`src/rtl/si5338_cfg_seq_if.sv`:
```
// Si5338 configuration sequencer <-> I2C byte engine link.
// master: the sequencer issuing commands; slave: the byte engine answering them.
interface si5338_cfg_seq_if;
  logic [1:0] iic_cmd;    // [0]=write, [1]=read; level, to engine Start_Sig
  logic [7:0] iic_addr;   // register address
  logic [7:0] iic_wdata;  // write data
  logic [7:0] iic_rdata;  // read data, valid with iic_done
  logic       iic_done;   // one-cycle completion pulse

  modport master (
    output iic_cmd,
    output iic_addr,
    output iic_wdata,
    input  iic_rdata,
    input  iic_done
  );

  modport slave (
    input  iic_cmd,
    input  iic_addr,
    input  iic_wdata,
    output iic_rdata,
    output iic_done
  );
endinterface

```
`src/rtl/si5338_cfg_seq.sv`:
```
// Table-driven Si5338 configuration sequencer.
// Walks a register table of {op, reg, val, mask} entries and issues single-byte
// I2C write/read commands: plain writes, read-modify-writes, status polls and
// timed delays. Sticky cfg_done/cfg_err gate the downstream clock domain release.
module si5338_cfg_seq #(
  parameter int unsigned TBL_AW      = 7,
  parameter int unsigned DLY_TICK    = 50000,
  parameter logic [19:0] TXN_TIMEOUT = 20'd200000,
  parameter logic [15:0] POLL_MAX    = 16'd1000
) (
  input  logic              CLK,
  input  logic              RSTn,
  input  logic              start,
  output logic [TBL_AW-1:0] tbl_addr,
  input  logic [25:0]       tbl_data,
  si5338_cfg_seq_if.master  iic,
  output logic              busy,
  output logic              cfg_done,
  output logic              cfg_err,
  output logic [TBL_AW-1:0] err_idx
);

  typedef enum logic [3:0] {
    ST_IDLE,
    ST_FETCH,
    ST_DECODE,
    ST_RD,
    ST_MERGE,
    ST_WR,
    ST_POLL_RD,
    ST_POLL_CHK,
    ST_DELAY,
    ST_NEXT,
    ST_DONE,
    ST_ERROR
  } state_e;

  typedef enum logic [1:0] {
    OP_WRITE = 2'd0,
    OP_POLL  = 2'd1,
    OP_DELAY = 2'd2,
    OP_END   = 2'd3
  } op_e;

  typedef enum logic [1:0] {
    CMD_NONE = 2'b00,
    CMD_WR   = 2'b01,
    CMD_RD   = 2'b10
  } cmd_e;

  state_e              state_q, state_d;
  logic                fetch_ph_q, fetch_ph_d;
  logic [TBL_AW-1:0]   idx_q, idx_d;
  logic [TBL_AW-1:0]   tbl_addr_q, tbl_addr_d;
  logic [25:0]         entry_q, entry_d;
  cmd_e                cmd_q, cmd_d;
  logic [7:0]          addr_q, addr_d;
  logic [7:0]          wdata_q, wdata_d;
  logic [7:0]          rdata_q, rdata_d;
  logic [19:0]         txn_cnt_q, txn_cnt_d;
  logic [15:0]         poll_cnt_q, poll_cnt_d;
  logic [31:0]         dly_cnt_q, dly_cnt_d;
  logic                busy_q, busy_d;
  logic                done_q, done_d;
  logic                err_q, err_d;
  logic [TBL_AW-1:0]   err_idx_q, err_idx_d;

  // Decoded fields of the captured table entry
  op_e        ent_op;
  logic [7:0] ent_reg;
  logic [7:0] ent_val;
  logic [7:0] ent_mask;
  logic       txn_expired;
  logic       poll_match;
  logic       go_err;
  logic       go_done;

  assign ent_op      = op_e'(entry_q[25:24]);
  assign ent_reg     = entry_q[23:16];
  assign ent_val     = entry_q[15:8];
  assign ent_mask    = entry_q[7:0];
  assign txn_expired = (txn_cnt_q == TXN_TIMEOUT - 20'd1);
  assign poll_match  = ((rdata_q & ent_mask) == (ent_val & ent_mask));

  // Next-state and datapath updates for the table walk
  always_comb begin
    state_d    = state_q;
    fetch_ph_d = fetch_ph_q;
    idx_d      = idx_q;
    tbl_addr_d = tbl_addr_q;
    entry_d    = entry_q;
    cmd_d      = cmd_q;
    addr_d     = addr_q;
    wdata_d    = wdata_q;
    rdata_d    = rdata_q;
    txn_cnt_d  = txn_cnt_q;
    poll_cnt_d = poll_cnt_q;
    dly_cnt_d  = dly_cnt_q;
    busy_d     = busy_q;
    done_d     = done_q;
    err_d      = err_q;
    err_idx_d  = err_idx_q;
    go_err     = 1'b0;
    go_done    = 1'b0;

    case (state_q)
      ST_IDLE: begin
        if (start) begin
          idx_d      = '0;
          tbl_addr_d = '0;
          fetch_ph_d = 1'b0;
          done_d     = 1'b0;
          err_d      = 1'b0;
          busy_d     = 1'b1;
          state_d    = ST_FETCH;
        end
      end

      // First cycle presents tbl_addr, second cycle captures the ROM output
      ST_FETCH: begin
        if (!fetch_ph_q) begin
          fetch_ph_d = 1'b1;
        end else begin
          fetch_ph_d = 1'b0;
          entry_d    = tbl_data;
          state_d    = ST_DECODE;
        end
      end

      ST_DECODE: begin
        txn_cnt_d = '0;
        case (ent_op)
          OP_WRITE: begin
            addr_d = ent_reg;
            if (ent_mask == 8'hFF) begin
              wdata_d = ent_val;
              cmd_d   = CMD_WR;
              state_d = ST_WR;
            end else begin
              cmd_d   = CMD_RD;
              state_d = ST_RD;
            end
          end
          OP_POLL: begin
            addr_d     = ent_reg;
            cmd_d      = CMD_RD;
            poll_cnt_d = '0;
            state_d    = ST_POLL_RD;
          end
          OP_DELAY: begin
            if (ent_val == 8'h00) begin
              state_d = ST_NEXT;
            end else begin
              dly_cnt_d = 32'(ent_val) * DLY_TICK;
              state_d   = ST_DELAY;
            end
          end
          default: go_done = 1'b1;
        endcase
      end

      ST_RD: begin
        if (iic.iic_done) begin
          rdata_d = iic.iic_rdata;
          cmd_d   = CMD_NONE;
          state_d = ST_MERGE;
        end else if (txn_expired) begin
          go_err = 1'b1;
        end else begin
          txn_cnt_d = txn_cnt_q + 20'd1;
        end
      end

      ST_MERGE: begin
        wdata_d   = (rdata_q & ~ent_mask) | (ent_val & ent_mask);
        cmd_d     = CMD_WR;
        txn_cnt_d = '0;
        state_d   = ST_WR;
      end

      ST_WR: begin
        if (iic.iic_done) begin
          cmd_d   = CMD_NONE;
          state_d = ST_NEXT;
        end else if (txn_expired) begin
          go_err = 1'b1;
        end else begin
          txn_cnt_d = txn_cnt_q + 20'd1;
        end
      end

      ST_POLL_RD: begin
        if (iic.iic_done) begin
          rdata_d    = iic.iic_rdata;
          cmd_d      = CMD_NONE;
          poll_cnt_d = poll_cnt_q + 16'd1;
          state_d    = ST_POLL_CHK;
        end else if (txn_expired) begin
          go_err = 1'b1;
        end else begin
          txn_cnt_d = txn_cnt_q + 20'd1;
        end
      end

      // A match on the last allowed read still counts as success
      ST_POLL_CHK: begin
        if (poll_match) begin
          state_d = ST_NEXT;
        end else if (poll_cnt_q >= POLL_MAX) begin
          go_err = 1'b1;
        end else begin
          cmd_d     = CMD_RD;
          txn_cnt_d = '0;
          state_d   = ST_POLL_RD;
        end
      end

      ST_DELAY: begin
        if (dly_cnt_q <= 32'd1) begin
          state_d = ST_NEXT;
        end else begin
          dly_cnt_d = dly_cnt_q - 32'd1;
        end
      end

      // The last table slot ends the walk instead of wrapping to entry 0
      ST_NEXT: begin
        if (idx_q == '1) begin
          go_done = 1'b1;
        end else begin
          idx_d      = idx_q + TBL_AW'(1);
          tbl_addr_d = idx_q + TBL_AW'(1);
          state_d    = ST_FETCH;
        end
      end

      ST_DONE:  state_d = ST_IDLE;
      ST_ERROR: state_d = ST_IDLE;
      default:  state_d = ST_IDLE;
    endcase

    // Terminal transitions update the status flags on entry so they are
    // already registered while DONE/ERROR is occupied.
    if (go_done) begin
      done_d  = 1'b1;
      busy_d  = 1'b0;
      state_d = ST_DONE;
    end
    if (go_err) begin
      err_d     = 1'b1;
      err_idx_d = idx_q;
      busy_d    = 1'b0;
      cmd_d     = CMD_NONE;
      state_d   = ST_ERROR;
    end
  end

  // State and output registers, asynchronously cleared by RSTn
  always_ff @(posedge CLK or negedge RSTn) begin
    if (!RSTn) begin
      state_q    <= ST_IDLE;
      fetch_ph_q <= 1'b0;
      idx_q      <= '0;
      tbl_addr_q <= '0;
      entry_q    <= '0;
      cmd_q      <= CMD_NONE;
      addr_q     <= '0;
      wdata_q    <= '0;
      rdata_q    <= '0;
      txn_cnt_q  <= '0;
      poll_cnt_q <= '0;
      dly_cnt_q  <= '0;
      busy_q     <= 1'b0;
      done_q     <= 1'b0;
      err_q      <= 1'b0;
      err_idx_q  <= '0;
    end else begin
      state_q    <= state_d;
      fetch_ph_q <= fetch_ph_d;
      idx_q      <= idx_d;
      tbl_addr_q <= tbl_addr_d;
      entry_q    <= entry_d;
      cmd_q      <= cmd_d;
      addr_q     <= addr_d;
      wdata_q    <= wdata_d;
      rdata_q    <= rdata_d;
      txn_cnt_q  <= txn_cnt_d;
      poll_cnt_q <= poll_cnt_d;
      dly_cnt_q  <= dly_cnt_d;
      busy_q     <= busy_d;
      done_q     <= done_d;
      err_q      <= err_d;
      err_idx_q  <= err_idx_d;
    end
  end

  // Command is masked in the done cycle so the engine cannot re-latch it
  assign iic.iic_cmd   = cmd_q & {2{~iic.iic_done}};
  assign iic.iic_addr  = addr_q;
  assign iic.iic_wdata = wdata_q;
  assign tbl_addr      = tbl_addr_q;
  assign busy          = busy_q;
  assign cfg_done      = done_q;
  assign cfg_err       = err_q;
  assign err_idx       = err_idx_q;

endmodule

```
`src/flat_wrapper.sv`:
```
// flat-port wrapper written by rule: the top's interface ports become plain ports
module si5338_cfg_seq_flat 
#(
  parameter int unsigned TBL_AW      = 7,
  parameter int unsigned DLY_TICK    = 50000,
  parameter logic [19:0] TXN_TIMEOUT = 20'd200000,
  parameter logic [15:0] POLL_MAX    = 16'd1000
)
  (CLK, RSTn, start, tbl_addr, tbl_data, busy, cfg_done, cfg_err, err_idx, iic_iic_cmd, iic_iic_addr, iic_iic_wdata, iic_iic_rdata, iic_iic_done);
  si5338_cfg_seq_if iic_i ();
  input  logic CLK;
  input  logic RSTn;
  input  logic start;
  output logic [TBL_AW-1:0] tbl_addr;
  input  logic [25:0] tbl_data;
  output logic busy;
  output logic cfg_done;
  output logic cfg_err;
  output logic [TBL_AW-1:0] err_idx;
  output wire logic [$bits(iic_i.iic_cmd)-1:0] iic_iic_cmd;
  output wire logic [$bits(iic_i.iic_addr)-1:0] iic_iic_addr;
  output wire logic [$bits(iic_i.iic_wdata)-1:0] iic_iic_wdata;
  input wire logic [$bits(iic_i.iic_rdata)-1:0] iic_iic_rdata;
  input wire logic [$bits(iic_i.iic_done)-1:0] iic_iic_done;
  assign iic_iic_cmd = iic_i.iic_cmd;
  assign iic_iic_addr = iic_i.iic_addr;
  assign iic_iic_wdata = iic_i.iic_wdata;
  assign iic_i.iic_rdata = iic_iic_rdata;
  assign iic_i.iic_done = iic_iic_done;
  si5338_cfg_seq #(.TBL_AW(TBL_AW), .DLY_TICK(DLY_TICK), .TXN_TIMEOUT(TXN_TIMEOUT), .POLL_MAX(POLL_MAX)) u_core (.CLK(CLK), .RSTn(RSTn), .start(start), .tbl_addr(tbl_addr), .tbl_data(tbl_data), .iic(iic_i), .busy(busy), .cfg_done(cfg_done), .cfg_err(cfg_err), .err_idx(err_idx));
endmodule
```
`config.mk`:
```
export PLATFORM = sky130hd
export DESIGN_NAME = si5338_cfg_seq_flat
export DESIGN_NICKNAME = d
export VERILOG_FILES = /design/src/rtl/si5338_cfg_seq_if.sv /design/src/rtl/si5338_cfg_seq.sv /design/src/flat_wrapper.sv
export SDC_FILE = /design/constraint.sdc
export NUM_CORES = 1
export LEC_CHECK = 0
export CAP_MARGIN = 40
export CORE_UTILIZATION = 59
export DETAILED_ROUTE_END_ITERATION = 12
export PLACE_DENSITY = 0.81
export SYNTH_ARGS = -nofsm -noshare
export SYNTH_HDL_FRONTEND = slang
export SYNTH_SLANG_ARGS = --single-unit
```
`constraint.sdc`:
```
create_clock -name CLK -period 4.8 [get_ports CLK]
set_input_delay 0.96 -clock CLK [delete_from_list [all_inputs] [get_ports CLK]]
set_output_delay 0.96 -clock CLK [all_outputs]
set_load 0.005 [all_outputs]
```
==> Word level (Yosys, flattened, before mapping) <==
Index checks and enable logic that the tools add are counted.
{ "totals": {"in_bits": 38, "wordCells": 163, "ff_bits": 142, "out_inout_bits": 35} }
{ "classes": {"bitwise_logic": 7, "reduce_logical": 35, "eq_ne": 41, "mul": 1, "add_sub_neg": 4, "n_lt_le_gt_ge": 2, "mux": 58} }
{ "op_table": {"columns": ["cell", "n"], "rows": [
  ["32-bit 2-to-1 mux", 3],
  ["20-bit 2-to-1 mux", 4],
  ["32-bit one-hot mux with 2 select lines", 1],
  ["20-bit one-hot mux with 3 select lines", 1],
  ["4-bit 2-to-1 mux", 11],
  ["4-bit one-hot mux with 10 select lines", 1],
  ["32-bit by 1-bit <= comparator with 1-bit output, second input constant", 1],
  ["16-bit 2-to-1 mux", 2],
  ["16-bit one-hot mux with 2 select lines", 1],
  ["32-bit by 1-bit subtractor with 32-bit output, second input constant", 1],
  ["8-bit bitwise AND", 3],
  ["2-bit != test, second input constant", 11],
  ["20-bit by 1-bit adder with 20-bit output, second input constant", 1],
  ["20-bit by 18-bit == test with 1-bit output, second input constant", 1],
  ["8-bit by 12-bit multiplier with 20-bit output, second input constant", 1],
  ["4-bit by 2-bit != test with 1-bit output, second input constant", 5],
  ["2-bit nonzero test", 9],
  ["16-bit by 1-bit adder with 16-bit output, second input constant", 1],
  ["4-bit by 3-bit == test with 1-bit output, second input constant", 4],
  ["16-bit by 10-bit greater-or-equal comparator with 1-bit output, second input constant", 1],
  ["1-bit 2-to-1 mux", 16],
  ["8-bit 2-to-1 mux", 2],
  ["8-bit one-hot mux with 2 select lines", 1],
  ["7-bit 2-to-1 mux", 2],
  ["other kinds (40)", 64]
]} }

==> Longest topological paths before layout <==
{ "depth": {"word_depth": 6, "mapped_depth": 14, "ltp_nobuf": 14} }

==> Least setup slack after synthesis <==
No wires, ideal clock.
{ "synth_timing": {"path_type": "reg-to-reg", "from": "register u_core.entry_q[10]", "to": "register u_core.dly_cnt_q[22]", "path_stages_with_launch": 15, "t_arrival_ns": 3.610, "path_slack_ns": 1.052, "cell_sequence": "dfrtp_1 -> ha_1 -> ha_1 -> inv_1 -> fa_1 -> inv_1 -> fa_1 -> ha_1 -> nor2b_1 -> o31ai_1 -> a21oi_1 -> a31oi_1 -> nand3b_1 -> mux2i_1 -> o211ai_1"} }
{ "synth_via": {"elab_chain_cells": 4, "elab_cells_between_ends": 7, "classes_between": "mul (1); eq/ne (1); mux (3); reduce/logical (2)"} }
{ "synth_lines": {"columns": ["element", "line_no", "text"], "rows": [
  ["start, declared", "si5338_cfg_seq.sv:55", "logic [25:0] entry_q, entry_d;"],
  ["start signal, assigned", "si5338_cfg_seq.sv:282", "entry_q <= entry_d;"],
  ["8-bit by 12-bit multiplier with 20-bit output", "si5338_cfg_seq.sv:154", "dly_cnt_d = 32'(ent_val) * DLY_TICK;"],
  ["32-bit 2-to-1 mux", "si5338_cfg_seq.sv:151", "if (ent_val == 8'h00) begin"],
  ["32-bit 2-to-1 mux", "si5338_cfg_seq.sv:132", "case (ent_op)"],
  ["32-bit one-hot mux with 2 select lines", "si5338_cfg_seq.sv:106", "case (state_q)"],
  ["end signal, assigned", "si5338_cfg_seq.sv:289", "dly_cnt_q <= dly_cnt_d;"],
  ["end, declared", "si5338_cfg_seq.sv:62", "logic [31:0] dly_cnt_q, dly_cnt_d;"]
]} }
Several ways; a longest one is shown, not always the timed one. The select of a mux whose other input is x is not followed.
A chain may end at the register's enable or synchronous reset.

==> Final worst setup path <==
{ "layout_timing": {"from": "register u_core.entry_q[14]", "to": "register u_core.dly_cnt_q[21]"} }
The elaborated chain is that of the path after synthesis.

==> results.cfg <==
[route]
num_vias = 7168
drc = 0
drt_wl_total_um = 20400
drt.antenna.violating_nets = 0
drt_iter0_markers = 712
number_of_vias_per_cell_after_detailed_routing = 6.137
wire_per_inst_um = 17.46
dr.pass1.iters = 5

[synthesis]
synth-warning-count = 0
yosysTopAreaCellShare_pct = 40.07
synth.cells.most_frequent = sky130_fd_sc_hd__dfrtp_1 (142), sky130_fd_sc_hd__nor2_1 (100), sky130_fd_sc_hd__o21ai_0 (76)
synth_fp_nets = 1018
netlist_top_cells_area = sky130_fd_sc_hd__dfrtp_1 (40%), sky130_fd_sc_hd__ha_1 (9.3%), sky130_fd_sc_hd__mux2_2 (6.7%)
post_synth_instance_area_um2 = 8869
asyncSetResetFlopFracSynth_pct = 100.0
synth.avg_cell_area_um2 = 9.832
synth.yosys.seq_area_share_pct = 40.07
top_reg_cell_synth = sky130_fd_sc_hd__dfrtp_1
synthMostInstantiatedCell = sky130_fd_sc_hd__dfrtp_1
syn_inst = 902
synth.distinct_cells = 72
synth_enable_flop_cells = 0
synth.ff_latch_count = 142
synth_top_area_cell = sky130_fd_sc_hd__dfrtp_1

[placement]
detailed_place_hpwl_um = 14230
total_of_buffers_placed_on_input_and_output_ports = 72
routabilityCongestion = 0.8914

[critical_path]
critPathRequiredTime_ps = 5090
crit_arrival_ps = 4440
crit_path_end_kind = flop
critPathKind = reg2reg
critPathMaxFanout = 8
worstSetupStartpointType = flop

[sta]
final-hold-violation-count = 0
setup_viol = 0
timing.slew.headroom_pct = 36.50
report.final.slew_viol_count = 0
setup_repair_after_global_routing_missed_its_margin = no
worstMarginPinSlew_ps = 939.2
period_share_pct = 86.52
setup_tns_ps = 0
finalCriticalPeriod_ps = 4153
max_freq_mhz = 240.8
worst_clock_skew_ps = 14.07

[global_routing]
first_global_vias = 7083
track_usage_pct = 27.79
grt.overflow.total = 0
grt_first_pass_wirelength_um = 34980
largest_net_degree_at_the_start_of_global_routing = 81
grt_antenna_before_repair = 0

[run_status]
outcome = complete, no violations

[floorplanning]
floorplan.core_area_um2 = 14590
die_w_um = 124.6
core.rowCount = 44
initial_utilization_pct = 60.79
ioPinCount = 73
fp.dieH_um = 124.6
die_area_um2 = 15530

[clock_network]
postCtsSetupBuffers = 0
cts-root-to-sink-buffers = 2
tritoncts.num_buffers = 17
cts_max_level = 4
clkSlewWorstSetupHoldPaths_ps = 60
ctsResizeCount = 0
clock-root-buffer = sky130_fd_sc_hd__clkbuf_16
worst_skew_pair.late_latency_ps = 430
clock_sinks = 142
tritoncts = built
hold_buffers = 0

[layout]
synthToLayoutAreaGrowth_pct = 16.46
post_route_cells_drive_above_1_share_pct = 12.50
num_antenna_cells = 0
fin_nets = 1087

[run]
maxCapViolations = 0

[min_path]
timing.hold.worst.class = reg2reg
-- final timing paths --
path | startpoint | end | slack, ps | depth (start not counted)
min | u_core.txn_cnt_q[11] | u_core.txn_cnt_q[11] | 480 | 1
max reg2reg | u_core.entry_q[14] | u_core.dly_cnt_q[21] | 650 | 13
min in group asynchronous | RSTn | u_core.txn_cnt_q[16] | 560 | 1
min reg2reg | u_core.txn_cnt_q[11] | u_core.txn_cnt_q[11] | 480 | 1
max | u_core.entry_q[14] | u_core.dly_cnt_q[21] | 650 | 13
max in group asynchronous | RSTn | u_core.iic.iic_wdata[5] | 3240 | 2
-- cell families (layout without fill, tap and decap cells) --
group | Yosys count | after routing | synth area share, %
compound gates | 218 | 218 | 15.41
fa+ha+maj | 78 | 78 | 12.02
xor+xnor | 45 | 45 | 4.444
buf+inv | 63 | 145 | 3.202
mux | 64 | 64 | 7.971
flops | 142 | 142 | 40.07
simple gates | 292 | 292 | 16.89
-- routing by layer --
layer / up-vias / global-route usage, % / part of all wire [%]
met2: 272 / 43.00 / 46
met3: 44 / 6.529 / 6.4
li1: 3410 / - / -
met5: - / 0 / 0
met4: 0 / 9.639 / 2.1
met1: 3442 / 38.36 / 45
-- per-stage QoR --
stage	worst slack [ps]	util (%)	cell area (um2)	std cells	hold slack (ps)
final	647.1	70.80	10330	1168	478.0
after global placement	838.8	66.68	9728	1136	459.5
after global routing	408.4	70.80	10330	1168	494.1
after floorplan	1052	-	8869	902	443.0
after CTS	683.6	70.80	10330	1168	479.3
after detailed placement	725.9	66.68	9728	1136	472.3
-- worst max-delay path: stages, from the launching register on --
cell                       delay, ps
sky130_fd_sc_hd__dfrtp_1         560
sky130_fd_sc_hd__inv_1           130
sky130_fd_sc_hd__ha_1            310
sky130_fd_sc_hd__ha_1            350
sky130_fd_sc_hd__fa_1            460
sky130_fd_sc_hd__fa_1            500
sky130_fd_sc_hd__ha_1            380
sky130_fd_sc_hd__a21o_1          220
sky130_fd_sc_hd__a21o_1          200
sky130_fd_sc_hd__a21oi_1         160
sky130_fd_sc_hd__o21ai_0         210
sky130_fd_sc_hd__a21boi_0        260
sky130_fd_sc_hd__xnor2_1         150
sky130_fd_sc_hd__o221ai_1        130
-- final cells by class --
| cell class | instances | area, um2 |
|---|---|---|
| inverter | 31 | 116.4 |
| clock inverter | 14 | 171.4 |
| multi-input combinational | 697 | 5031 |
| fill | 1037 | 4260 |
| tap | 184 | 230.2 |
| clock buffer | 18 | 429.2 |
| timing repair buffer | 82 | 797.0 |
| sequential | 142 | 3553 |
-- registers in the layout (all words and copies together) (netlist names) --
name	count
u_core.rdata_q	8
u_core.tbl_addr	7
u_core.iic.iic_addr	8
u_core.fetch_ph_q	1
u_core.busy	1
u_core.iic.iic_wdata	8
u_core.cfg_err	1
u_core.cmd_q	2
u_core.state_q	4
u_core.entry_q	26
u_core.dly_cnt_q	32
u_core.poll_cnt_q	16
u_core.txn_cnt_q	20
u_core.err_idx	7
u_core.cfg_done	1
-- layout by cell type (no fill, tap or decap), drive strengths merged, types with 23 or more instances in the layout --
master	n
a21oi	51
xor2	29
nand3	23
dfrtp	142
nor2	100
ha	66
inv	40
mux2	53
clkdlybuf4s50	71
nand2	58
o21ai	76
Power is left out: the tool's default activity adds up to more than one toggle a clock period on the data nets, which glitch-free logic cannot reach.
